`config.mk`:
```
export PLATFORM = sky130hd
export DESIGN_NAME = centroid_div_sched_flat
export DESIGN_NICKNAME = d
export VERILOG_FILES = /design/src/rtl/centroid_div_sched_if.sv /design/src/rtl/centroid_div_sched.sv /design/src/flat_wrapper.sv
export SDC_FILE = /design/constraint.sdc
export NUM_CORES = 1
export LEC_CHECK = 0
export CAP_MARGIN = 20
export CORE_AREA = 10 10 217 322
export DETAILED_ROUTE_END_ITERATION = 12
export DIE_AREA = 0 0 227 332
export SLEW_MARGIN = 20
export SYNTH_ARGS = -nofsm -noshare
export SYNTH_HDL_FRONTEND = slang
export SYNTH_SLANG_ARGS = --single-unit
```
`constraint.sdc`:
```
create_clock -name i_clk -period 4.05 [get_ports i_clk]
set_input_delay 0.6075 -clock i_clk [delete_from_list [all_inputs] [get_ports i_clk]]
set_output_delay 0.6075 -clock i_clk [all_outputs]
set_load 0.005 [all_outputs]
```
`src/rtl/centroid_div_sched_if.sv`:
```
// Start/ready handshake between the centroid scheduler (master) and the shared
// sequential unsigned divider (slave).
interface centroid_div_sched_if #(
  parameter int SUM_W = 32
);
  logic             start;
  logic [SUM_W-1:0] dividend;
  logic [SUM_W-1:0] divisor;
  logic [SUM_W-1:0] quotient;
  logic             ready;

  modport master (output start, dividend, divisor, input quotient, ready);
  modport slave  (input start, dividend, divisor, output quotient, ready);
endinterface

```
`src/rtl/centroid_div_sched.sv`:
```
// Time-shares one sequential divider across NUM_CH centroid accumulators:
// snapshots all sums at frame end, then divides x and y channel by channel.
module centroid_div_sched #(
  parameter int NUM_CH  = 4,
  parameter int SUM_W   = 32,
  parameter int CNT_W   = 20,
  parameter int X_W     = 11,
  parameter int Y_W     = 10,
  parameter int TIMEOUT = 64
) (
  input  logic                    i_clk,
  input  logic                    i_reset,
  input  logic                    i_frame_done,
  input  logic [NUM_CH*SUM_W-1:0] i_sum_x,
  input  logic [NUM_CH*SUM_W-1:0] i_sum_y,
  input  logic [NUM_CH*CNT_W-1:0] i_count,
  centroid_div_sched_if.master    div,
  output logic [NUM_CH*X_W-1:0]   o_c_x,
  output logic [NUM_CH*Y_W-1:0]   o_c_y,
  output logic [NUM_CH-1:0]       o_ch_valid,
  output logic                    o_results_strobe,
  output logic                    o_busy,
  output logic [7:0]              o_overrun_cnt,
  output logic                    o_timeout_err
);
  localparam int CH_W  = (NUM_CH > 1) ? $clog2(NUM_CH) : 1;
  localparam int TMR_W = $clog2(TIMEOUT + 1);
  localparam logic [SUM_W-1:0] X_MAX = SUM_W'((64'd1 << X_W) - 64'd1);
  localparam logic [SUM_W-1:0] Y_MAX = SUM_W'((64'd1 << Y_W) - 64'd1);

  typedef enum logic [2:0] {
    S_IDLE, S_CHECK, S_START_X, S_WAIT_X, S_START_Y, S_WAIT_Y, S_NEXT, S_DONE
  } state_t;

  state_t                  r_state;
  state_t                  w_next;
  logic [CH_W-1:0]         r_ch;
  logic [NUM_CH*SUM_W-1:0] r_sum_x;
  logic [NUM_CH*SUM_W-1:0] r_sum_y;
  logic [NUM_CH*CNT_W-1:0] r_count;
  logic                    r_guard;
  logic [TMR_W-1:0]        r_timer;
  logic [NUM_CH*X_W-1:0]   r_cx;
  logic [NUM_CH*Y_W-1:0]   r_cy;
  logic [NUM_CH-1:0]       r_valid;
  logic                    r_terr;
  logic [7:0]              r_overrun;

  logic [CNT_W-1:0] w_cnt;
  logic [SUM_W-1:0] w_sum_x;
  logic [SUM_W-1:0] w_sum_y;
  logic             w_last;
  logic             w_hit;
  logic             w_expired;
  logic [X_W-1:0]   w_qx;
  logic [Y_W-1:0]   w_qy;

  assign w_cnt     = r_count[int'(r_ch)*CNT_W +: CNT_W];
  assign w_sum_x   = r_sum_x[int'(r_ch)*SUM_W +: SUM_W];
  assign w_sum_y   = r_sum_y[int'(r_ch)*SUM_W +: SUM_W];
  assign w_last    = (r_ch == CH_W'(NUM_CH - 1));
  // The first wait cycle never accepts ready: the divider may still show its idle level.
  assign w_hit     = !r_guard && div.ready;
  assign w_expired = (r_timer == TMR_W'(TIMEOUT - 1));
  assign w_qx      = (div.quotient > X_MAX) ? '1 : div.quotient[X_W-1:0];
  assign w_qy      = (div.quotient > Y_MAX) ? '1 : div.quotient[Y_W-1:0];

  always_ff @(posedge i_clk) begin
    if (i_reset) r_state <= S_IDLE;
    else         r_state <= w_next;
  end

  always_comb begin
    w_next = r_state;
    case (r_state)
      S_IDLE:    if (i_frame_done) w_next = S_CHECK;
      S_CHECK:   w_next = (w_cnt == '0) ? S_NEXT : S_START_X;
      S_START_X: w_next = S_WAIT_X;
      S_WAIT_X:  if (w_hit) w_next = S_START_Y;
                 else if (w_expired) w_next = S_NEXT;
      S_START_Y: w_next = S_WAIT_Y;
      S_WAIT_Y:  if (w_hit || w_expired) w_next = S_NEXT;
      S_NEXT:    w_next = w_last ? S_DONE : S_CHECK;
      S_DONE:    w_next = S_IDLE;
      default:   w_next = S_IDLE;
    endcase
  end

  always_comb begin
    div.start        = (r_state == S_START_X) || (r_state == S_START_Y);
    div.dividend     = ((r_state == S_START_Y) || (r_state == S_WAIT_Y)) ? w_sum_y : w_sum_x;
    div.divisor      = SUM_W'(w_cnt);
    o_busy           = (r_state != S_IDLE);
    o_results_strobe = (r_state == S_DONE);
  end

  always_ff @(posedge i_clk) begin
    if (i_reset) begin
      r_ch      <= '0;
      r_sum_x   <= '0;
      r_sum_y   <= '0;
      r_count   <= '0;
      r_guard   <= 1'b0;
      r_timer   <= '0;
      r_cx      <= '0;
      r_cy      <= '0;
      r_valid   <= '0;
      r_terr    <= 1'b0;
      r_overrun <= '0;
    end else begin
      if (i_frame_done && (r_state != S_IDLE) && (r_overrun != 8'hFF))
        r_overrun <= r_overrun + 8'd1;
      case (r_state)
        S_IDLE: if (i_frame_done) begin
          r_sum_x <= i_sum_x;
          r_sum_y <= i_sum_y;
          r_count <= i_count;
          r_terr  <= 1'b0;
          r_ch    <= '0;
        end
        S_CHECK: if (w_cnt == '0) r_valid[r_ch] <= 1'b0;
        S_START_X, S_START_Y: begin
          r_guard <= 1'b1;
          r_timer <= '0;
        end
        S_WAIT_X: begin
          r_guard <= 1'b0;
          r_timer <= r_timer + 1'b1;
          if (w_hit) r_cx[int'(r_ch)*X_W +: X_W] <= w_qx;
          else if (w_expired) begin
            r_terr        <= 1'b1;
            r_valid[r_ch] <= 1'b0;
          end
        end
        S_WAIT_Y: begin
          r_guard <= 1'b0;
          r_timer <= r_timer + 1'b1;
          if (w_hit) begin
            r_cy[int'(r_ch)*Y_W +: Y_W] <= w_qy;
            r_valid[r_ch]               <= 1'b1;
          end else if (w_expired) begin
            r_terr        <= 1'b1;
            r_valid[r_ch] <= 1'b0;
          end
        end
        S_NEXT: if (!w_last) r_ch <= r_ch + 1'b1;
        default: ;
      endcase
    end
  end

  assign o_c_x         = r_cx;
  assign o_c_y         = r_cy;
  assign o_ch_valid    = r_valid;
  assign o_overrun_cnt = r_overrun;
  assign o_timeout_err = r_terr;
endmodule

```
`src/flat_wrapper.sv`:
```
// flat-port wrapper written by rule: the top's interface ports become plain ports
module centroid_div_sched_flat 
#(
  parameter int NUM_CH  = 4,
  parameter int SUM_W   = 32,
  parameter int CNT_W   = 20,
  parameter int X_W     = 11,
  parameter int Y_W     = 10,
  parameter int TIMEOUT = 64
)
  (i_clk, i_reset, i_frame_done, i_sum_x, i_sum_y, i_count, o_c_x, o_c_y, o_ch_valid, o_results_strobe, o_busy, o_overrun_cnt, o_timeout_err, div_start, div_dividend, div_divisor, div_quotient, div_ready);
  centroid_div_sched_if #(.SUM_W(SUM_W)) div_i ();
  input  logic i_clk;
  input  logic i_reset;
  input  logic i_frame_done;
  input  logic [NUM_CH*SUM_W-1:0] i_sum_x;
  input  logic [NUM_CH*SUM_W-1:0] i_sum_y;
  input  logic [NUM_CH*CNT_W-1:0] i_count;
  output logic [NUM_CH*X_W-1:0] o_c_x;
  output logic [NUM_CH*Y_W-1:0] o_c_y;
  output logic [NUM_CH-1:0] o_ch_valid;
  output logic o_results_strobe;
  output logic o_busy;
  output logic [7:0] o_overrun_cnt;
  output logic o_timeout_err;
  output wire logic [$bits(div_i.start)-1:0] div_start;
  output wire logic [$bits(div_i.dividend)-1:0] div_dividend;
  output wire logic [$bits(div_i.divisor)-1:0] div_divisor;
  input wire logic [$bits(div_i.quotient)-1:0] div_quotient;
  input wire logic [$bits(div_i.ready)-1:0] div_ready;
  assign div_start = div_i.start;
  assign div_dividend = div_i.dividend;
  assign div_divisor = div_i.divisor;
  assign div_i.quotient = div_quotient;
  assign div_i.ready = div_ready;
  centroid_div_sched #(.NUM_CH(NUM_CH), .SUM_W(SUM_W), .CNT_W(CNT_W), .X_W(X_W), .Y_W(Y_W), .TIMEOUT(TIMEOUT)) u_core (.i_clk(i_clk), .i_reset(i_reset), .i_frame_done(i_frame_done), .i_sum_x(i_sum_x), .i_sum_y(i_sum_y), .i_count(i_count), .div(div_i), .o_c_x(o_c_x), .o_c_y(o_c_y), .o_ch_valid(o_ch_valid), .o_results_strobe(o_results_strobe), .o_busy(o_busy), .o_overrun_cnt(o_overrun_cnt), .o_timeout_err(o_timeout_err));
endmodule
```
Word level (Yosys, flattened, before mapping) --
Cells that the tools add are included.
Storage, ports and cells: register bits 446, input bits 372, output and inout bits 164
Operators by class: equality and inequality tests 18, shift-type cells 7, add/subtract/negate cells 5, bitwise gates (word level) 3, reduce and logical (&&, ||, !) cells 24, mux-type cells 28, $mul 3, order comparisons 4
Operators by type and width (count):
- $shiftx A128 B8 Y32 | 2
- $shiftx A80 B32 Y20 | 1
- $neg A32 Y33 | 2
- $bwmux W44 | 1
- $shift A11 B33 Y44 const A | 1
- $shiftx A11 B33 Y44 | 1
- $bwmux W40 | 1
- $shift A10 B33 Y40 const A | 1
- $shiftx A10 B33 Y40 | 1
- $gt A32 B10 Y1 const B | 1
- $gt A32 B11 Y1 const B | 1
- $mux W32 | 1
- $pmux W3 S8 | 1
- $logic_not A20 Y1 | 1
- $mux W3 | 6
- $mux W4 | 4
- $pmux W7 S2 | 1
- $eq A3 B3 Y1 const B | 4
- $pmux W4 S3 | 1
- $mux W11 | 1
- $mul A2 B3 Y5 const B | 2
- $mux W10 | 1
- $reduce_and A3 Y1 | 3
- $add A8 B1 Y8 const B | 1
- 30 further kinds | 52

Depth between registers and ports, before layout --
Gate-level depths: netlist (run 1).
depth in word-level cells 9, gate-level depth with buffers 12

Worst setup path after synthesis (run 1) --
No wires, ideal clock.
path kind reg-to-reg, start point register u_core.r_ch[1], end point register u_core.r_cy[26] (netlist: u_core.o_c_y[26]), stages on the path, launching flop included 11, arrival 2.772 ns, slack 1.161 ns, clock period less this slack 2.889 ns, data required time 3.933 ns, setup time 0.117 ns, cells stage by stage dfxtp_1 > buf_2 > clkbuf_1 > inv_2 > clkbuf_1 > ha_1 > clkinv_1 > mux2_2 > nor4_1 > nor2_1 > a32o_1
Between the ends: cells in the longest elaborated chain, start to end 4, elaborated cells on any way between the ends 5, classes of those cells add/sub: 1; mul: 1; shift: 2; mux: 1
RTL lines:
- start: declaration | line centroid_div_sched.sv:37 | logic [CH_W-1:0] r_ch;
- start signal: assignment | line centroid_div_sched.sv:146 | S_NEXT: if (!w_last) r_ch <= r_ch + 1'b1;
- $mul A2 B3 Y5 * | line centroid_div_sched.sv:139 | r_cy[int'(r_ch)*Y_W +: Y_W] <= w_qy;
- $neg A32 Y33 * | line centroid_div_sched.sv:139
- $shiftx A10 B33 Y40 / $shift A10 B33 Y40 (equally long branches) | line centroid_div_sched.sv:139
- $bwmux W40 * | line centroid_div_sched.sv:139
- end signal: indexed assignment | line centroid_div_sched.sv:139
- end: declaration | line centroid_div_sched.sv:44 | logic [NUM_CH*Y_W-1:0] r_cy;
Every way passes the cells marked *; elsewhere a longest branch is shown, timed or not. A chain may end at the register's enable or synchronous reset.

Worst setup path in the final report (run 1) --
start point register u_core.r_ch[0], end point output div_dividend[12]
Between the ends: cells in the longest elaborated chain, start to end 2, elaborated cells on any way between the ends 3, classes of those cells shift: 2; mux: 1
RTL lines:
- $shiftx A128 B8 Y32, on equally long branches | line centroid_div_sched.sv:59, centroid_div_sched.sv:60
- $mux W32 * | line centroid_div_sched.sv:91 | div.dividend = ((r_state == S_START_Y) || (r_state == S_WAIT_Y)) ? w_sum_y : w_sum_x;
- end: declaration | line flat_wrapper.sv:27 | output wire logic [$bits(div_i.dividend)-1:0] div_dividend;
Marked as above.

==> results of run 1 <==
[power by group through the flow]
stage / combinational, W / sequential [W] / clock (W)
global route: 0.00200 / 0.00492 / 0.00504
finish: 0.00182 / 0.00489 / 0.00478
global placement: 0.00182 / 0.00496 / 0
CTS: 0.00184 / 0.00488 / 0.00489
floorplan: 0.000974 / 0.00491 / 0
detailed placement: 0.00184 / 0.00498 / 0
[logic make-up after synthesis]
| family | after synthesis | synth area share |
|---|---|---|
| XOR/XNOR | 7 | 0.00322 |
| AND/OR/NAND/NOR | 1021 | 0.213 |
| other | 1 | 0.000197 |
| multiplexers | 97 | 0.107 |
| AO/OA/AOI/OAI | 551 | 0.155 |
| flip-flops | 446 | 0.469 |
| adder cells (fa/ha/maj) | 10 | 0.00657 |
| buffers and inverters | 208 | 0.0456 |
[tightest hold or removal path, cell delays in order, from the launching register on]
cell	delay [ns]
dfxtp_1	0.31
nand2_1	0.05
a21oi_1	0.05
[registers in the layout, indices dropped and copies added (netlist names)]
name / flops
u_core.o_c_x: 44
u_core.o_c_y: 40
u_core.o_ch_valid: 4
u_core.o_overrun_cnt: 8
u_core.o_timeout_err: 1
u_core.r_ch: 2
u_core.r_count: 80
u_core.r_guard: 1
u_core.r_state: 3
u_core.r_sum_x: 128
u_core.r_sum_y: 128
u_core.r_timer: 7
[cell type report]
type                       instances  area share
clock buffer                      59      0.0493
timing repair buffer             564       0.214
inverter                          11     0.00154
antenna                            7    0.000654
multi-input combinational       1698       0.348
tap                              812      0.0379
sequential                       446       0.334
clock inverter                    26      0.0149
[placed cells by master (no fill, tap or decap), types with 8 or more instances in the layout]
master | Yosys | layout
a22oi_1 | 11 | 11
nor2_1 | 59 | 58
a211oi_1 | 10 | 10
nor4_1 | 9 | 9
o21ai_1 | 53 | 53
dfxtp_1 | 446 | 444
clkbuf_8 | 0 | 10
a21oi_1 | 409 | 409
mux4_2 | 85 | 85
nand3_1 | 20 | 20
buf_4 | 13 | 26
o21ai_0 | 18 | 18
conb_1 | 1 | 12
clkinv_2 | 0 | 8
a31oi_1 | 10 | 10
nand3b_1 | 11 | 11
buf_12 | 0 | 15
clkbuf_16 | 0 | 47
nor3_1 | 17 | 17
ha_1 | 10 | 10
bufinv_16 | 0 | 9
clkdlybuf4s50_1 | 0 | 522
nand2_1 | 867 | 866
[metal layers]
metal | up-vias | global-route usage | wire length [µm]
met4 | 10 | 0.0753 | 2530
met5 | - | 0 | 78
met3 | 130 | 0.0461 | 5760
li1 | 8781 | - | -
met2 | 682 | 0.348 | 39000
met1 | 8788 | 0.227 | 30200
[synth_stat cells, types with 3 or more instances]
master / n
a31oi_1: 10
a22oi_1: 11
nor2_1: 59
dfxtp_1: 446
nor4_1: 9
o211ai_1: 7
nand2_1: 867
and3_1: 5
nand3b_1: 11
ha_1: 10
o22ai_1: 4
nor2b_1: 5
a21oi_1: 409
inv_2: 4
xnor2_1: 5
clkbuf_1: 149
a311oi_1: 6
mux2i_1: 3
nand3_1: 20
o21ai_0: 18
or4_1: 3
mux4_2: 85
o21ai_1: 53
buf_1: 14
nor3_1: 17
inv_1: 6
or3_1: 5
and2_1: 6
nand4_1: 5
buf_4: 13
buf_2: 19
mux2_2: 7
a211oi_1: 10
[per-stage QoR]
step                instance area (µm²)  utilization  setup slack, ns  cells  hold WS [ns]
finish                            26800        0.418            0.483   3623         0.449
global route                      26800        0.418            0.245   3622         0.466
CTS                               26800        0.418            0.355   3616         0.451
detailed placement                25000        0.391            0.798   3531         0.443
global placement                  25000        0.391            0.786   3531         0.438
floorplan                         19100            -             1.16   2352         0.433
[how the worst max path moves through the flow]
stage / depth (start not counted) / endpoint / from / slack (ns)
global placement: 6 / u_core.o_c_y[36] / div_quotient[27] / 0.79
global route: 5 / div_dividend[13] / u_core.r_ch[0] / 0.24
CTS: 5 / div_dividend[12] / u_core.r_ch[0] / 0.35
finish: 5 / div_dividend[12] / u_core.r_ch[0] / 0.48
floorplan: 10 / u_core.o_c_y[26] / u_core.r_ch[1] / 1.16
detailed placement: 6 / u_core.o_c_y[14] / div_quotient[27] / 0.80
==> results.yml, run 1 <==
grt:
  grt_max_degree: 162
  track_usage: 0.198
  grt_antenna_before_repair: 14
  grt_pass1_vias: 18600
  grt_pass1_wl_um: 115000
  grt-ovfl-total: 0
place:
  dpl.hpwl_um: 58300
  port_buffers: 523
  place_congestion: 0.947
clocking:
  hold_buffers: 0
  clockRootBuffer: "clkbuf_16"
  clock-sinks: 446
  clk_latency_ns: 0.58
  ctsResizeCount: 0
  cts_made_buffers: 46
  path_clk_slew_ns: 0.06
  clk_path_buf_depth: 3
  htree_levels: 2
  cts_tree: "done"
  cts_setup_buffers: 0
pwr:
  swShare: 0.263
  clkPwrFrac: 0.416
  ir_drop_uv: 325
  p_sw_w: 0.00302
  p_seq_frac: 0.425
  combPwrFrac: 0.159
  totalPowerFinal_w: 0.0115
  powerDensity_mw_per_mm2: 429
  p_leak_nw: 9.48
  internal-power_w: 0.00847
floorplanning:
  core_area_mm2: 0.0640
  rows: 114
  die_y_um: 332
  die-width_um: 227
  die_area_mm2: 0.0754
  start_util: 0.297
  ios: 536
min_path:
  min_from: "u_core.o_c_x[7]"
  hold_path_end: "u_core.o_c_x[7]"
  whs_path_depth: 2
  hold_class: "flip-flop to flip-flop"
critical_path:
  required_ns: 3.44
  slowest_stage: "dfxtp_4"
  r2r_cells: 8
  cp-end-kind: "primary output"
  cp_max_fo: 40
  startpoint_type: "flip-flop"
  worstReg2RegStart: "u_core.r_ch[0]"
  r2r_slack_ns: 0.93
  cp_top_family: "buffers and inverters"
  critPathMaxStageDelay_ns: 0.69
  crit_chain: "buf_12, mux4_2, nand2_1, nand2_1, clkdlybuf4s50_1"
  crit_arrival_ns: 2.96
  worstSetupPathType: "flip-flop to primary output"
  cp_common_cell: "nand2_1"
  path_buf_inv: 2
  r2r-end: "u_core.o_c_y[18]"
drt:
  drtIter0Drc: 1385
  wl_per_cell_um: 21.4
  drc: 0
  antenna_left: 0
  drt_pass1_iterations: 5
  via_count: 18400
  wl_um: 77500
  viasPerCell: 5.08
final_layout:
  areaGrowthSynthToFinish_pct: 40.6
  regArea_mm2: 0.00894
  drive_above_1_share: 0.0817
  fin_nets: 3149
  fillCellCount: 6347
  multi_input_area_mm2: 0.00931
sta:
  hold_viol: 0
  fin_worst_skew_ns: 0.0188
  rsz0062_at_grt: "false"
  worstMarginPinSlew_ns: 1.02
  tns_ns: 0
  finalMaxSlewViolations: 0
  post-route-min-period_ns: 3.57
  slew_headroom: 0.320
  period_share: 0.881
  clock.fmax_mhz: 280
  setup_viol: 0
yosys:
  synth_edf_count: 0
  async_reset_ff_frac: 0
  avgSynthCellArea_um2: 8.14
  synth_top_area_frac: 0.469
  synthFlopType: "dfxtp_1"
  synth.largest_area_cell: "dfxtp_1"
  synth.distinct_cells: 62
  seq_area_frac_synth: 0.469
  ys.warnings.count: 0
  synthTopCellsByArea: "dfxtp_1 47%, nand2_1 17%, a21oi_1 11%"
  ys_seq_elements: 446
  synth_area_mm2: 0.0190
  netlist_instances: 2341
job:
  cap_violations: 0
run_status:
  status: "complete, no violations"
Note: power is estimated with default switching activity, not from simulation.
==> inputs of run 2 (changes only) <==
Settings changed: PLACE_DENSITY from default to 0.54.
==> run 2 against run 1 <==
First-iteration DRC count grew 16%; setup slack worse by 0.11 ns; clock skew decreased by 0.0033 ns; maximum frequency fell by 3.0%; critical path depth up 3; total power shrank 1.2%; clock power decreased by 3%; sequential power about the same; register-to-register slack improved by 0.07 ns; combinational power barely moved; global-route usage grew 0.67 points.
==> results.yml, run 2 (synthesized netlist as in run 1, its figures left out) <==
run_status:
  status: "complete, no violations"
pwr:
  combPwrFrac: 0.161
  clkPwrFrac: 0.408
  totalPowerFinal_w: 0.0113
  p_sw_w: 0.00306
  p_seq_frac: 0.431
  powerDensity_mw_per_mm2: 424
  swShare: 0.270
  internal-power_w: 0.00828
  p_leak_nw: 9.50
  ir_drop_uv: 288
clocking:
  clock-sinks: 446
  cts_setup_buffers: 0
  cts_made_buffers: 46
  clk_latency_ns: 0.60
  path_clk_slew_ns: 0.07
  clockRootBuffer: "clkbuf_16"
  ctsResizeCount: 0
  htree_levels: 2
  hold_buffers: 0
  clk_path_buf_depth: 3
  cts_tree: "done"
final_layout:
  final_cell_area_mm2: 0.0267
  fin_nets: 3157
  areaGrowthSynthToFinish_pct: 40.4
  fillCellCount: 6431
  drive_above_1_share: 0.0836
  reg_top3: "u_core.r_sum_x (128), u_core.r_sum_y (128), u_core.r_count (80)"
  final_common_cell: "nand2_1"
  final_cell_mix: "866 x nand2_1, 522 x clkdlybuf4s50_1, 444 x dfxtp_1"
grt:
  grt_max_degree: 140
  grt-ovfl-total: 0
  grt_pass1_wl_um: 118000
  grt_antenna_before_repair: 19
  track_usage: 0.205
  grt_pass1_vias: 18500
place:
  placed_area_mm2: 0.0251
  port_buffers: 523
  pre_cts_slack_ns: 0.940
  dpl.hpwl_um: 60400
  place_congestion: 0.905
sta:
  slew_headroom: 0.336
  clock.fmax_mhz: 272
  worstMarginPinSlew_ns: 0.995
  post-route-min-period_ns: 3.68
  rsz0062_at_grt: "false"
  hold_ws_ns: 0.451
  fin_worst_skew_ns: 0.0155
  tns_ns: 0
  finalMaxSlewViolations: 0
  setup_viol: 0
  fin_ws_ns: 0.373
  period_share: 0.908
  hold_viol: 0
drt:
  wl_um: 80500
  via_count: 18400
  viasPerCell: 5.07
  drt_pass1_iterations: 8
  drtIter0Drc: 1601
  drc: 0
  wl_per_cell_um: 22.1
  antenna_left: 0
floorplanning:
  die-width_um: 227
  die_area_mm2: 0.0754
  ios: 536
  rows: 114
  die_y_um: 332
  core_area_mm2: 0.0640
  start_util: 0.297
job:
  cap_violations: 0
min_path:
  hold_class: "flip-flop to flip-flop"
critical_path:
  startpoint_type: "flip-flop"
  crit_arrival_ns: 3.07
  worstSetupPathType: "flip-flop to primary output"
  required_ns: 3.44
  cp-end-kind: "primary output"
  cp_max_fo: 15
-- run 2: cell count changes in the layout (fill, tap and decap cells not counted) --
cell	delta
inv_6	+2
clkbuf_1	+2
buf_12	-3
clkinv_8	-2
inv_16	+1
bufinv_16	-5
clkinv_4	-1
diode_2	+4
buf_4	+11
inv_8	+1
clkbuf_8	+5
clkinvlp_4	-4
clkbuf_16	+1
-- run 2: through the flow --
stage | util | cells
CTS | 0.417 | 3624
finish | 0.417 | 3635
detailed placement | 0.391 | 3539
floorplan | - | 2352
global placement | 0.391 | 3539
global route | 0.417 | 3632
-- run 2: critical path, cell delays in order (launching register included) --
cell and delay [ns]:
dfxtp_1 0.31, buf_4 0.17, inv_2 0.06, nor2_4 0.58, buf_4 0.32, mux4_2 0.31, nand2_1 0.08, nand2_1 0.14
clkdlybuf4s50_1 0.50
-- run 2: final timing paths --
| path | startpoint | endpoint | slack [ns] | cells past startpoint |
|---|---|---|---|---|
| setup reg to reg | u_core.r_ch[0] | u_core.o_c_x[11] | 1.00 | 7 |
| hold / removal | u_core.o_c_x[15] | u_core.o_c_x[15] | 0.45 | 2 |
| setup / recovery | u_core.r_state[2] | div_dividend[28] | 0.37 | 8 |
| hold reg to reg | u_core.o_c_x[15] | u_core.o_c_x[15] | 0.45 | 2 |
-- run 2: area by class of cell --
cell class	count	area [µm²]	area share
Sequential cell	446	8940	0.334
Tap cell	812	1020	0.0380
Clock inverter	18	226	0.00847
Timing Repair Buffer	572	5760	0.215
Inverter	11	41.3	0.00154
Clock buffer	67	1420	0.0532
Multi-Input combinational cell	1698	9310	0.348
Antenna cell	11	27.5	0.00103
-- run 2: power groups by stage --
stage	clock, W	combinational (W)	sequential (W)
after detailed placement	0	0.00184	0.00498
after floorplan	0	0.000974	0.00491
after CTS	0.00476	0.00185	0.00489
after global routing	0.00490	0.00201	0.00492
after global placement	0	0.00182	0.00497
final	0.00463	0.00182	0.00489
-- run 2: per-layer routing --
layer	global-route usage	up-vias	part of all wire
met3	0.0545	119	0.080
met2	0.355	694	0.50
met1	0.238	8813	0.39
met5	0	-	0.0012
li1	-	8791	-
met4	0.0685	16	0.026
==> inputs of run 3 (changes only) <==
Settings changed: CORE_AREA 10 10 217 322 to 10 10 185 274, DIE_AREA 0 0 227 332 to 0 0 195 284, PLACE_DENSITY 0.54 to 0.71.
Clock period 4.05 ns to 4 ns, I/O delays scaled along.
==> run 3 against run 2 <==
Core utilization is 16 points higher; hold slack got worse by 0.0035 ns; via count up 0.58%; critical path depth fell by 2; final cell count shrank 6.4%; design area down 2.0%; combinational power about the same; critical endpoint is now div_dividend[21]; highest routed layer unchanged.
==> results.yml, run 3 (synthesized netlist as in run 1, its figures left out) <==
run_status:
  status: "complete, no violations"
critical_path:
  cp_max_fo: 20
  required_ns: 3.40
  worstSetupPathType: "flip-flop to primary output"
  slowest_stage: "nor2_4"
  crit_chain: "nor2_4, buf_4, mux4_2, nand2_1, nand2_1, clkdlybuf4s50_1"
  startpoint_type: "flip-flop"
  critPathMaxStageDelay_ns: 0.66
  crit_arrival_ns: 3.10
  cp_top_family: "simple AND/OR/NAND/NOR gates"
  cp-end-kind: "primary output"
  path_buf_inv: 2
  cp_common_cell: "nand2_1"
clocking:
  clk_path_buf_depth: 3
  clock-sinks: 446
  htree_levels: 2
  cts_setup_buffers: 0
  hold_buffers: 0
  cts_made_buffers: 44
  path_clk_slew_ns: 0.06
  cts_tree: "done"
  clockRootBuffer: "clkbuf_16"
  ctsResizeCount: 0
  clk_latency_ns: 0.56
final_layout:
  multi_input_area_mm2: 0.00931
  finalNonFillerCells: 3404
  reg_top3: "u_core.r_sum_x (128), u_core.r_sum_y (128), u_core.r_count (80)"
  final_common_cell: "nand2_1"
  fin_nets: 3150
  drive_above_1_share: 0.0768
  areaGrowthSynthToFinish_pct: 37.6
  final_cell_mix: "866 x nand2_1, 522 x clkdlybuf4s50_1, 444 x dfxtp_1"
  regArea_mm2: 0.00893
  fillCellCount: 4143
drt:
  drtIter0Drc: 1473
  antenna_left: 0
  drc: 0
  drt_pass1_iterations: 5
  wl_um: 73400
  wl_per_cell_um: 21.6
  via_count: 18500
  viasPerCell: 5.45
sta:
  rsz0062_at_grt: "false"
  worstMarginPinSlew_ns: 1.08
  hold_viol: 0
  post-route-min-period_ns: 3.70
  period_share: 0.924
  finalMaxSlewViolations: 0
  clock.fmax_mhz: 271
  setup_viol: 0
  fin_worst_skew_ns: 0.0235
  tns_ns: 0
  slew_headroom: 0.279
floorplanning:
  die_area_mm2: 0.0554
  start_util: 0.417
  die-width_um: 195
  core_area_mm2: 0.0456
  rows: 96
  die_y_um: 284
  ios: 536
pwr:
  p_leak_nw: 9.34
  totalPowerFinal_w: 0.0110
  ir_drop_uv: 322
  powerDensity_mw_per_mm2: 419
grt:
  grt_antenna_before_repair: 22
  grt_pass1_vias: 18500
  track_usage: 0.250
  grt_max_degree: 170
  grt-ovfl-total: 0
  grt_pass1_wl_um: 110000
place:
  dpl.hpwl_um: 55000
  place_congestion: 0.982
  port_buffers: 523
  dpl.cell_count: 3310
job:
  cap_violations: 0
min_path:
  hold_class: "flip-flop to flip-flop"
==> run 3: cell types whose count changed in the layout (fill, tap and decap cells not counted), moves of 4 or more <==
cell        delta
clkbuf_16      -4
clkinvlp_4     +4
clkbuf_8       -8
clkbuf_1       +8
buf_4          -4
clkinv_2       -4
diode_2        +5
==> run 3: tightest hold or removal path, delay by kind of cell (launching register included) <==
kind / cells / cell delay (ns)
AOI/OAI and AO/OA: 1 / 0.05
DFF: 1 / 0.31
and+or+nand+nor: 1 / 0.05
==> run 3: cell type report <==
class	count	area share
Timing Repair Buffer	567	0.218
Multi-Input combinational cell	1698	0.355
Tap cell	588	0.0281
Clock buffer	63	0.0474
Clock inverter	15	0.00778
Sequential cell	446	0.341
Inverter	11	0.00158
Antenna cell	16	0.00153
==> run 3: per-layer routing <==
layer / up-vias / wire (µm) / track usage
met5: - / 87 / 0
met4: 14 / 3090 / 0.118
met3: 175 / 6160 / 0.0639
met2: 855 / 37700 / 0.440
met1: 8714 / 26400 / 0.273
li1: 8781 / - / -
==> run 3: metrics by stage <==
step | area [µm²] | worst slack, ns | hold WS, ns | util
floorplan | 19100 | 1.11 | 0.433 | -
global placement | 24700 | 0.667 | 0.437 | 0.542
detailed placement | 24700 | 0.531 | 0.443 | 0.542
CTS | 26200 | 0.285 | 0.452 | 0.573
global route | 26200 | 0.240 | 0.468 | 0.574
finish | 26200 | 0.304 | 0.447 | 0.574
==> run 3: worst paths after layout <==
check | from | to | slack [ns] | depth (start not counted)
min | u_core.o_c_y[29] | u_core.o_c_y[29] | 0.45 | 2
min reg2reg | u_core.o_c_y[29] | u_core.o_c_y[29] | 0.45 | 2
max | u_core.r_state[1] | div_dividend[21] | 0.30 | 6
max reg2reg | u_core.r_ch[0] | u_core.o_c_y[26] | 1.03 | 7
==> run 3: report_power, final <==
part | leakage (nW) | total (W) | internal, W | switching (W)
Combinational | 5.00 | 0.00182 | 0.000865 | 0.000959
Clock | 0.695 | 0.00421 | 0.00243 | 0.00178
Sequential | 3.64 | 0.00494 | 0.00477 | 0.000176
